==> config.mk <==
export PLATFORM = sky130hd
export DESIGN_NAME = mem_access_unit
export DESIGN_NICKNAME = d
export VERILOG_FILES = /design/src/rtl/kgp_mem_pkg.sv /design/src/rtl/mem_access_unit.sv
export SDC_FILE = /design/constraint.sdc
export NUM_CORES = 1
export LEC_CHECK = 0
export CAP_MARGIN = 20
export CORE_ASPECT_RATIO = 0.75
export CORE_MARGIN = 3
export CORE_UTILIZATION = 45
export DETAILED_ROUTE_END_ITERATION = 7
export DONT_BUFFER_PORTS = 1
export GPL_TIMING_DRIVEN = 0
export PLACE_DENSITY = 0.59
export REMOVE_ABC_BUFFERS = 1
export SYNTH_ARGS = -nofsm -noshare
export SYNTH_HDL_FRONTEND = slang
export SYNTH_SLANG_ARGS = --single-unit
==> constraint.sdc <==
create_clock -name clka -period 2.9 [get_ports clka]
set_clock_uncertainty 0.2 [all_clocks]
set_input_delay 0.58 -clock clka [delete_from_list [all_inputs] [get_ports clka]]
set_output_delay 0.58 -clock clka [all_outputs]
set_load 0.02 [all_outputs]
==> src/rtl/kgp_mem_pkg.sv <==
// Shared definitions for the data-memory access unit: FSM encoding, word width
// and the address legality check used at request accept.
package kgp_mem_pkg;

  localparam int WORD_W          = 32;
  localparam int DMEM_ADDR_W_DEF = 10;

  typedef enum logic [1:0] {
    ST_IDLE   = 2'd0,
    ST_ACCESS = 2'd1,
    ST_WAIT   = 2'd2,
    ST_RESP   = 2'd3
  } state_t;

  // Misaligned, or any bit set above the word-addressable range of the memory.
  function automatic logic addr_err(input logic [WORD_W-1:0] addr, input int aw);
    return (addr[1:0] != 2'b00) || ((addr >> (aw + 2)) != {WORD_W{1'b0}});
  endfunction

endpackage

==> src/rtl/mem_access_unit.sv <==
// Single-outstanding load/store front end for a synchronous data memory with a
// fixed read latency; misaligned or out-of-range requests are answered directly.
module mem_access_unit
  import kgp_mem_pkg::*;
#(
  parameter int DMEM_ADDR_W = DMEM_ADDR_W_DEF,
  parameter int RD_LATENCY  = 1
) (
  input  logic                   clka,
  input  logic                   rst_n,
  input  logic                   req_valid,
  output logic                   req_ready,
  input  logic                   req_we,
  input  logic [WORD_W-1:0]      req_addr,
  input  logic [WORD_W-1:0]      req_wdata,
  output logic                   rsp_valid,
  input  logic                   rsp_ready,
  output logic [WORD_W-1:0]      rsp_rdata,
  output logic                   rsp_err,
  output logic                   ram_ena,
  output logic                   ram_wea,
  output logic [DMEM_ADDR_W-1:0] ram_addra,
  output logic [WORD_W-1:0]      ram_dina,
  input  logic [WORD_W-1:0]      ram_douta
);

  localparam logic [2:0] WAIT_LAST = 3'(RD_LATENCY - 1);
  localparam logic [2:0] WAIT_MAX  = 3'd7;

  state_t                 state_r;
  state_t                 state_n;
  logic [2:0]             wait_cnt_r;
  logic                   ram_ena_r;
  logic                   ram_wea_r;
  logic [DMEM_ADDR_W-1:0] ram_addra_r;
  logic [WORD_W-1:0]      ram_dina_r;
  logic                   rsp_valid_r;
  logic [WORD_W-1:0]      rsp_rdata_r;
  logic                   rsp_err_r;
  logic                   accept_s;
  logic                   req_err_s;
  logic                   last_wait_s;

  assign req_ready   = (state_r == ST_IDLE);
  assign accept_s    = req_valid && req_ready;
  assign req_err_s   = addr_err(req_addr, DMEM_ADDR_W);
  assign last_wait_s = (wait_cnt_r == WAIT_LAST);

  assign ram_ena   = ram_ena_r;
  assign ram_wea   = ram_wea_r;
  assign ram_addra = ram_addra_r;
  assign ram_dina  = ram_dina_r;
  assign rsp_valid = rsp_valid_r;
  assign rsp_rdata = rsp_rdata_r;
  assign rsp_err   = rsp_err_r;

  // State register.
  always_ff @(posedge clka or negedge rst_n) begin
    if (!rst_n) begin
      state_r <= ST_IDLE;
    end else begin
      state_r <= state_n;
    end
  end

  // Next-state decode.
  always_comb begin
    state_n = state_r;
    case (state_r)
      ST_IDLE: begin
        if (accept_s) begin
          state_n = req_err_s ? ST_RESP : ST_ACCESS;
        end else begin
          state_n = ST_IDLE;
        end
      end
      ST_ACCESS: begin
        // ram_wea_r still carries the registered req_we during ACCESS.
        state_n = ram_wea_r ? ST_RESP : ST_WAIT;
      end
      ST_WAIT: begin
        if (last_wait_s) begin
          state_n = ST_RESP;
        end else begin
          state_n = ST_WAIT;
        end
      end
      ST_RESP: begin
        if (rsp_ready) begin
          state_n = ST_IDLE;
        end else begin
          state_n = ST_RESP;
        end
      end
      default: state_n = ST_IDLE;
    endcase
  end

  // Memory port, wait counter and response registers.
  always_ff @(posedge clka or negedge rst_n) begin
    if (!rst_n) begin
      wait_cnt_r  <= 3'd0;
      ram_ena_r   <= 1'b0;
      ram_wea_r   <= 1'b0;
      ram_addra_r <= {DMEM_ADDR_W{1'b0}};
      ram_dina_r  <= {WORD_W{1'b0}};
      rsp_valid_r <= 1'b0;
      rsp_rdata_r <= {WORD_W{1'b0}};
      rsp_err_r   <= 1'b0;
    end else begin
      case (state_r)
        ST_IDLE: begin
          if (accept_s && req_err_s) begin
            rsp_valid_r <= 1'b1;
            rsp_err_r   <= 1'b1;
            rsp_rdata_r <= {WORD_W{1'b0}};
          end else if (accept_s) begin
            ram_ena_r   <= 1'b1;
            ram_wea_r   <= req_we;
            ram_addra_r <= req_addr[DMEM_ADDR_W+1:2];
            ram_dina_r  <= req_wdata;
          end
        end
        ST_ACCESS: begin
          ram_ena_r  <= 1'b0;
          ram_wea_r  <= 1'b0;
          wait_cnt_r <= 3'd0;
          if (ram_wea_r) begin
            rsp_valid_r <= 1'b1;
            rsp_err_r   <= 1'b0;
            rsp_rdata_r <= {WORD_W{1'b0}};
          end
        end
        ST_WAIT: begin
          if (last_wait_s) begin
            wait_cnt_r  <= 3'd0;
            rsp_valid_r <= 1'b1;
            rsp_err_r   <= 1'b0;
            rsp_rdata_r <= ram_douta;
          end else if (wait_cnt_r != WAIT_MAX) begin
            wait_cnt_r <= wait_cnt_r + 3'd1;
          end
        end
        ST_RESP: begin
          if (rsp_ready) begin
            rsp_valid_r <= 1'b0;
            rsp_err_r   <= 1'b0;
            rsp_rdata_r <= {WORD_W{1'b0}};
          end
        end
        default: begin
          ram_ena_r   <= 1'b0;
          ram_wea_r   <= 1'b0;
          rsp_valid_r <= 1'b0;
          wait_cnt_r  <= 3'd0;
        end
      endcase
    end
  end

endmodule

==> summary.txt, run 1 <==
Yosys
  • Yosys warns: 0
  • Synth Register Bits: 83
  • Largest family of logic cells by synthesized area: multiplexers
  • Adder-cell share of the synthesized area: 1.08%
  • Synth cell types: 33
  • Post-Synth XOR/XNOR Area: 0%
  • Mux cell area share after synthesis: 14.7%
  • Area of the mapped netlist: 3460 um^2
  • Compound-Gate Fraction of Synth Area: 8.56%
  • Post-synthesis simple-gate area fraction: 12.4%
  • Post-Syn Area per Cell: 11.7 um^2
  • Cells after synthesis: 296
  • Sequential share of the synthesized area: 59.9%

STA
  • Worst-margin pin slew: 737 ps
  • RSZ-0062 raised after global routing: false
  • Slew Limit Headroom: 50.8%
  • Hold slack: 151 ps
  • Pins Over Slew Limit: 0
  • Setup violations, final: 0
  • Final hold viol count: 0
  • Max Freq: 392 MHz
  • Final period utilization: 88.0%
  • Final min period: 2550 ps

CTS
  • Clock Latency Late Sink: 340 ps
  • CTS tree: yes
  • # Post-CTS Setup Buffers: 0
  • H-tree Lvls: 3
  • Clock Sink Count: 83
  • Root buffer cell: clkbuf_8
  • CTS Buffer Depth: 2
  • Clock transition at the registers of the reported paths: 90 ps
  • TritonCTS buffer count: 9

Critical path
  • Crit start category: flip-flop
  • R2R cell count: 6
  • Crit Path Category: flip-flop to flip-flop
  • Crit path required time: 2930 ps
  • Crit end category: flip-flop
  • Crit path DAT: 2580 ps
  • R2R Setup Slk: 350 ps
  • CP max FO: 19

Power and ir drop
  • Seq pwr share: 54.3%
  • Lkg Pwr: 1.78 nW
  • Combinational share of power: 17.8%
  • Total power per unit cell area: 836 nW/um^2
  • Net Switching: 0.00118 W
  • P_int: 0.00202 W
  • Switching share of total power: 36.9%
  • Clock Power Share: 27.9%
  • Peak supply drop: 0.476 mV

Layout
  • Final Non-Filler Cells: 403
  • Nets: 401
  • N_diodes: 0
  • Most common cell after layout, fill and taps aside: dfrtp_1
  • Most frequent cells in the layout: dfrtp_1 (83), nand2_1 (69), o21ai_0 (36)
  • Area grow syn2layout: 10.6%
  • Share of cells above drive strength 1: 23.2%
  • Final core utilization: 51.8%

Place
  • Port Buffers: 0
  • Hpwl dp: 5.57 mm
  • Placed cell count: 385
  • Final RePlAce weighted congestion: 0.767

Global routing
  • Total gr overflow: 0
  • Number of global-route vias before repair: 2177
  • Gr usage total: 17.0%
  • Antenna violations before repair: 0
  • First-pass GRT wire length: 11.4 mm
  • Largest net degree at the start of global routing: 84

Routing
  • ANT nets after route: 0
  • DRC: 0
  • Initial drt markers: 90
  • Uppermost layer routed: met4
  • DRT met1 WL: 3.14 mm
  • Vias per cell: 5.54
  • Total length of routed met3 wires: 922 um
  • Total wire length: 7.66 mm
  • Met2 routed WL: 3.55 mm
  • Routed wire per std cell: 19.0 um
  • Via count: 2231
  • TritonRoute pass-1 iters: 4

Floorplan
  • # rows: 27
  • Core Area: 7400 um^2
  • Die Area: 8800 um^2
  • Die H: 82.0 um
  • Io pins: 180
  • Die Wd: 107 um
  • Initial Util: 46.8%

Status
  • Status: finished, final reports clean

Worst hold path
  • Cell depth of the worst min-delay path: 2
  • Hold Path Class: primary input to flip-flop

Job
  • Max-Cap Viols: 0
## timing repair
item	in CTS	in global routing
resized for setup	0	1
setup endpoints to repair	0	7
hold endpoints to repair	83	0
hold buffers	2	0
## registers in the layout (all words and copies together) (netlist names)
register    flops
ram_dina       32
rsp_rdata      32
ram_addra      10
wait_cnt_r      3
state_r         2
ram_ena         1
ram_wea         1
rsp_err         1
rsp_valid       1
## kinds of logic (layout without fill, tap and decap cells)
logic type / count (synthesis) / count (layout)
AOI/OAI and AO/OA: 53 / 53
adders and majority gates: 3 / 3
buffers and inverters: 21 / 27
DFF: 83 / 83
muxes: 42 / 42
and+or+nand+nor: 94 / 94
## cells in the mapped netlist (all sizes together)
library cell | instances | share of area, %
ha | 3 | 1.1
inv | 4 | 0.43
a31o | 1 | 0.25
nand3 | 2 | 0.29
clkinv | 1 | 0.11
o21ai | 36 | 5.2
or3b | 1 | 0.25
mux2 | 42 | 15
nor3b | 1 | 0.22
nor2 | 4 | 0.43
nand4 | 2 | 0.36
nand2 | 69 | 7.5
buf | 7 | 1.7
dfrtp | 83 | 60
nor4 | 5 | 1.1
o2bb2ai | 2 | 0.51
and2 | 1 | 0.18
or2 | 1 | 0.18
a211oi | 1 | 0.22
nor4b | 2 | 0.51
nor3 | 2 | 0.61
and4 | 1 | 0.29
a2bb2oi | 3 | 0.76
o311ai | 1 | 0.25
a21oi | 8 | 1.2
nor2b | 2 | 0.36
a21o | 1 | 0.22
clkbuf | 9 | 0.98
nand2b | 1 | 0.18
## metal layers
layer	global-route usage, %	vias up
li1	-	1023
met2	25.2	107
met5	0	-
met1	21.7	1096
met4	4.60	0
met3	9.03	5
## area by class of cell
cell class | instances | area, um^2
repair buffers | 6 | 110
flip-flops and latches | 83 | 2080
clock inverters | 5 | 85.1
multi-input cells | 192 | 1280
fillers | 667 | 3570
inverters | 5 | 18.8
clock buffers | 11 | 131
well taps | 101 | 126
## worst paths after layout
path	end	from
worst max-delay path	ram_dina[10]	state_r[0]
worst min-delay path	rsp_rdata[12]	ram_douta[12]
worst max register to register	ram_dina[10]	state_r[0]
worst min register to register	wait_cnt_r[1]	wait_cnt_r[1]
max in group asynchronous	wait_cnt_r[1]	rst_n
min in group asynchronous	rsp_rdata[0]	rst_n
## worst max-delay path, cell delays in order, from the launching register on
cell and delay, ps:
dfrtp_1 550, nor2_2 330, nand2_1 180, nor3_4 380, buf_8 260, buf_16 180, mux2_2 350
## power by group through the flow
stage	registers, W	logic, W	clock network [W]
after global routing	0.00177	0.000669	0.000984
after CTS	0.00174	0.000583	0.000934
after global placement	0.00176	0.000509	0
final	0.00174	0.000569	0.000894
after detailed placement	0.00176	0.000560	0
after floorplan	0.00170	0.000394	0
## per-stage QoR
stage / setup WS [ps] / cell area [um^2] / total power, W / TNS [ps]
after floorplan: -191 / 3370 / 0.00209 / -7280
after global placement: -745 / 3500 / 0.00227 / -49810
after detailed placement: 84.8 / 3580 / 0.00232 / 0
after CTS: 168 / 3830 / 0.00326 / 0
after global routing: 169 / 3830 / 0.00342 / 0
final: 348 / 3830 / 0.00320 / 0
(Power assumes the default switching activity.)
==> run 2: changes to the inputs <==
--- a/config.mk
+++ b/config.mk
@@ -5,14 +5,15 @@
 export SDC_FILE = /design/constraint.sdc
 export NUM_CORES = 1
 export LEC_CHECK = 0
+export ABC_AREA = 1
 export CAP_MARGIN = 20
 export CORE_ASPECT_RATIO = 0.75
 export CORE_MARGIN = 3
-export CORE_UTILIZATION = 45
+export CORE_UTILIZATION = 50
 export DETAILED_ROUTE_END_ITERATION = 7
 export DONT_BUFFER_PORTS = 1
 export GPL_TIMING_DRIVEN = 0
-export PLACE_DENSITY = 0.59
+export PLACE_DENSITY = 0.64
 export REMOVE_ABC_BUFFERS = 1
 export SYNTH_ARGS = -nofsm -noshare
 export SYNTH_HDL_FRONTEND = slang
==> summary.txt, run 2 <==
Yosys
  • Asr flop ratio synth: 100%
  • Yosys top cell by area: dfrtp_1
  • Yosys warns: 0
  • Synth Register Bits: 83
  • Ys flop type: dfrtp_1
  • Cells after synthesis: 466
  • Top-count cell post-synth: nand2_1
  • Synth top area cells: dfrtp_1 (55%), nand2_1 (17%), nand3_1 (10%)
  • Synth cell types: 22
  • Area of the mapped netlist: 3800 um^2
  • Post-Syn Area per Cell: 8.16 um^2
  • Sequential share of the synthesized area: 54.6%
  • Synth top area share: 54.6%
  • Post-synth EDFFs: 0
  • Post-synth top cells: nand2_1 (169), dfrtp_1 (83), nand3_1 (79)

Global routing
  • Gr usage total: 20.1%
  • Largest net degree at the start of global routing: 84
  • Total gr overflow: 0
  • First-pass GRT wire length: 13.8 mm
  • Number of global-route vias before repair: 2739
  • Antenna violations before repair: 0

Critical path
  • Crit end category: flip-flop
  • R2R Setup Slk: 620 ps
  • Crit start category: flip-flop
  • CP max FO: 35
  • CP top delay family: simple AND/OR/NAND/NOR gates
  • Crit path required time: 2980 ps
  • CP peak stage delay: 510 ps
  • Most frequent CP cell: nand2_1
  • Crit Path Category: flip-flop to flip-flop
  • CP max-delay cell: nand2_4
  • Crit path DAT: 2360 ps
  • Crit path depth: 8
  • Crit path buf inv count: 1
  • Worst-path cell chain: inv_1 -> ha_1 -> nand2_1 -> nand2_1 -> nand4_4 -> nand2_4 -> nand2_1 -> nand2_1
  • R2R cell count: 8

Layout
  • Most frequent cells in the layout: nand2_1 (169), dfrtp_1 (83), nand3_1 (79)
  • Most common cell after layout, fill and taps aside: nand2_1
  • Final Non-Filler Cells: 559
  • Nets: 560
  • N_diodes: 0
  • Post-route cell area: 4010 um^2
  • Area grow syn2layout: 5.39%
  • Share of cells above drive strength 1: 6.29%

Floorplan
  • Core Area: 7090 um^2
  • Die Wd: 107 um
  • Initial Util: 53.6%
  • Io pins: 180
  • # rows: 26
  • Die H: 81.5 um
  • Die Area: 8700 um^2

STA
  • Hold slack: 171 ps
  • Final min period: 2280 ps
  • Worst-margin pin slew: 596 ps
  • Fin Setup TNS: 0 ps
  • Setup violations, final: 0
  • RSZ-0062 raised after global routing: false
  • Final period utilization: 78.5%
  • Max Freq: 439 MHz
  • Final hold viol count: 0
  • Slew Limit Headroom: 60.2%
  • Pins Over Slew Limit: 0

Job
  • Max-Cap Viols: 0

Worst hold path
  • Cell depth of the worst min-delay path: 2
  • Hold Path Class: primary input to flip-flop

CTS
  • CTS Buffer Depth: 2
  • Clock Latency Late Sink: 340 ps
  • TritonCTS buffer count: 9
  • Root buffer cell: clkbuf_8
  • Clock transition at the registers of the reported paths: 90 ps
  • Clock Sink Count: 83
  • H-tree Lvls: 3
  • PostCTS Resize Cnt: 0
  • CTS tree: yes

Place
  • Hpwl dp: 5.82 mm
  • Final RePlAce weighted congestion: 0.757
  • Placed cell count: 540
  • Placed Instance Area: 3750 um^2
  • Port Buffers: 0

Power and ir drop
  • Lkg Pwr: 2.31 nW
  • Final Power: 0.00332 W
  • Total power per unit cell area: 828 nW/um^2
  • Peak supply drop: 0.428 mV

Routing
  • Initial drt markers: 219
  • ANT nets after route: 0
  • Via count: 2834
  • Total wire length: 8.67 mm
  • DRC: 0
  • Vias per cell: 5.07
  • TritonRoute pass-1 iters: 4
  • Routed wire per std cell: 15.5 um

Status
  • Status: finished, final reports clean
## run 2: cell types whose count changed after synthesis, moves of 31 or more
cell     previous run  this run
mux2_2             32         0
nand2_1            69       169
inv_1               4        40
nor2_1              4        46
o21ai_0            36         5
nand3_1             2        79
## run 2: layer usage
layer	vias up	GRT usage, %	wire, um	share of wire (%)
met5	-	0	0	0
met1	1306	26.1	3650	42
met2	107	32.2	4290	49
li1	1415	-	-	-
met3	6	7.23	684	7.9
met4	0	5.62	53	0.61
## run 2: metrics by stage
stage                     worst slack (ps)  utilization [%]
after floorplan                        655                -
after global placement                22.3             52.9
after detailed placement              43.4             52.9
after CTS                             86.4             56.2
after global routing                   398             56.5
final                                  622             56.5
## run 2: power by group
part / switching, W / internal [W] / leakage, nW
combinational: 0.000671 / 0.000230 / 1.08
sequential: 0.000271 / 0.00131 / 1.13
clock: 0.000415 / 0.000425 / 0.0922
total: 0.00136 / 0.00196 / 2.31
## run 2: kinds of logic (layout without fill, tap and decap cells)
family / Yosys count / count (layout) / synth area share (%)
adder cells (fa/ha/maj): 3 / 3 / 0.987
flip-flops: 83 / 83 / 54.6
AO/OA/AOI/OAI: 7 / 7 / 0.921
buffers and inverters: 68 / 63 / 9.05
AND/OR/NAND/NOR: 305 / 305 / 34.4
## run 2: path summary, 6_finish.rpt
kind,startpoint,endpoint
min,req_addr[3],ram_addra[1]
max reg2reg,wait_cnt_r[0],rsp_rdata[6]
max,wait_cnt_r[0],rsp_rdata[6]
max in group asynchronous,rst_n,ram_dina[29]
min reg2reg,wait_cnt_r[2],wait_cnt_r[2]
min in group asynchronous,rst_n,rsp_rdata[19]
## run 2: repair_timing
item | CTS | global route
hold buffers | 2 | 0
buffers inserted | 0 | 0
hold endpoints to repair | 83 | 0
## run 2: final cells by class
type,count,area [um^2]
repair buffers,3,57.6
multi-input cells,315,1380
flip-flops and latches,83,2080
fillers,674,3080
inverters,44,166
well taps,98,123
clock buffers,11,141
clock inverters,5,61.3
## run 2: worst reg2reg max path: stages (launching register included)
cell     delay (ps)
dfrtp_1         390
inv_1            90
ha_1            140
nand2_1          70
nand2_1         130
nand4_4         460
nand2_4         530
nand2_1         120
nand2_1          70
==> run 3: changes to the inputs <==
--- a/config.mk
+++ b/config.mk
@@ -13,7 +13,7 @@
 export DETAILED_ROUTE_END_ITERATION = 7
 export DONT_BUFFER_PORTS = 1
 export GPL_TIMING_DRIVEN = 0
-export PLACE_DENSITY = 0.64
+export PLACE_DENSITY = 0.67
 export REMOVE_ABC_BUFFERS = 1
 export SYNTH_ARGS = -nofsm -noshare
 export SYNTH_HDL_FRONTEND = slang
==> constraint.sdc (replaced) <==
create_clock -name clka -period 1.9 [get_ports clka]
set_clock_uncertainty 0.2 [all_clocks]
set_input_delay 0.38 -clock clka [delete_from_list [all_inputs] [get_ports clka]]
set_output_delay 0.38 -clock clka [all_outputs]
set_load 0.02 [all_outputs]
==> summary.txt, run 3 (synthesis results as in run 2) <==
Status
  • Status: finished with violations
  • Failing checks: negative hold slack

Floorplan
  • # rows: 26
  • Initial Util: 53.6%
  • Io pins: 180
  • Die Area: 8700 um^2
  • Die Wd: 107 um
  • Core Area: 7090 um^2
  • Die H: 81.5 um

Place
  • Hpwl dp: 5.79 mm
  • Final RePlAce weighted congestion: 0.760
  • Port Buffers: 0

Power and ir drop
  • Total power per unit cell area: 1200 nW/um^2
  • Final Power: 0.00544 W
  • Peak supply drop: 0.645 mV
  • Lkg Pwr: 2.52 nW

Critical path
  • Crit path required time: 1940 ps
  • Most frequent CP cell: nand2_1
  • CP max FO: 9
  • CP top delay family: simple AND/OR/NAND/NOR gates
  • Crit path buf inv count: 3
  • Worst-path cell chain: inv_1 -> ha_1 -> nand2_1 -> nand2_2 -> nand4_4 -> buf_12 -> buf_4 -> nand3_1 -> nand2_1
  • Crit path DAT: 1830 ps
  • Crit end category: flip-flop
  • Crit Path Category: flip-flop to flip-flop
  • CP peak stage delay: 380 ps
  • Crit start category: flip-flop
  • CP max-delay cell: dfrtp_1

Routing
  • Uppermost layer routed: met4
  • Initial drt markers: 214
  • Vias per cell: 5.24
  • Total wire length: 10.1 mm
  • TritonRoute pass-1 iters: 4
  • DRT met1 WL: 4.13 mm
  • DRC: 0
  • Via count: 3204
  • Routed wire per std cell: 16.5 um
  • Met2 routed WL: 4.97 mm
  • Total length of routed met3 wires: 790 um
  • ANT nets after route: 0

CTS
  • CTS Buffer Depth: 2
  • Clock Latency Late Sink: 350 ps
  • Root buffer cell: clkbuf_8
  • CTS tree: yes
  • CTS Hold Buffers Added: 44
  • Clock transition at the registers of the reported paths: 90 ps
  • TritonCTS buffer count: 9
  • H-tree Lvls: 3
  • Clock Sink Count: 83

Job
  • Max-Cap Viols: 0

STA
  • Setup violations, final: 0
  • Final min period: 1790 ps
  • Final hold viol count: 83
  • Slew Limit Headroom: 60.4%
  • Pins Over Slew Limit: 0
  • Worst-margin pin slew: 593 ps
  • Max Freq: 560 MHz
  • Final period utilization: 94.0%
  • RSZ-0062 raised after global routing: false
  • Hold slack: -484 ps

Layout
  • Share of cells above drive strength 1: 7.98%
  • FILL cells: 621
  • Most common cell after layout, fill and taps aside: nand2_1
  • N_diodes: 0
  • Most frequent cells in the layout: nand2_1 (168), dfrtp_1 (83), nand3_1 (79)
  • Nets: 613
  • Area grow syn2layout: 19.3%

Worst hold path
  • Hold Path Class: primary input to asynchronous set/reset pin

Global routing
  • Total gr overflow: 0
  • Gr usage total: 23.0%
  • First-pass GRT wire length: 15.5 mm
  • Antenna violations before repair: 0
  • Largest net degree at the start of global routing: 84
  • Number of global-route vias before repair: 3030
run 3: cell count changes in the layout (fill, tap and decap cells not counted), sizes merged:
cell         delta
clkinvlp        -3
dlygate4sd3    +43
nand4           +1
clkinv          +5
bufinv          -1
buf             +6
nand2           +1
nor2            +2
clkbuf          -1
run 3: final timing paths:
check / from / to / slack [ps] / cells after the start
worst min register to register: wait_cnt_r[2] / wait_cnt_r[2] / 380 / 2
worst max-delay path: wait_cnt_r[0] / rsp_rdata[26] / 110 / 9
min in group clka: ram_douta[20] / rsp_rdata[20] / 20 / 4
max in group asynchronous: rst_n / ram_dina[5] / 1830 / 0
worst min-delay path: rst_n / ram_dina[22] / -480 / 0
worst max register to register: wait_cnt_r[0] / rsp_rdata[26] / 110 / 9
run 3: where the power goes:
part           switching, W  internal (W)  leakage, nW  total [W]
combinational       0.00125      0.000640         1.30    0.00189
clock              0.000631      0.000510       0.0960    0.00114
sequential         0.000414       0.00200         1.13    0.00241
run 3: cell type report:
type / count / area [um^2] / share of cell area (%)
tap: 98 / 123 / 2.70
clock buffer: 10 / 138 / 3.03
timing repair buffer: 52 / 513 / 11.3
inverter: 44 / 170 / 3.75
multi-input combinational: 319 / 1480 / 32.5
clock inverter: 6 / 41.3 / 0.910
sequential: 83 / 2080 / 45.8
run 3: per-stage QoR:
step	utilization (%)	instances	area, um^2	worst slack (ps)	TNS (ps)
floorplan	-	442	3630	-251	-11000
global placement	52.9	540	3750	-878	-53780
detailed placement	52.9	540	3750	-890	-54440
CTS	63.6	612	4510	-21.7	-137
global route	64.0	612	4540	32.7	0
finish	64.0	612	4540	113	0
run 3: what timing repair did:
action                                  4_1_cts  5_1_grt
resized for setup                             4        6
endpoints found under the setup margin       79       79
endpoints found under the hold margin       127       83
pin swaps                                     3        1
setup buffers                                 8        0
cloned                                        4        0
run 3: routing by layer:
metal  track usage, %  vias up
li1                 -     1533
met1             29.6     1508
met2             38.1      144
met3             6.60       19
met4             7.92        0
met5                0        -
run 3: worst register-to-register path, cell delays in order (launching register included):
cell	delay, ps
dfrtp_1	380
inv_1	90
ha_1	160
nand2_1	100
nand2_2	160
nand4_4	120
buf_12	180
buf_4	150
nand3_1	80
nand2_1	70
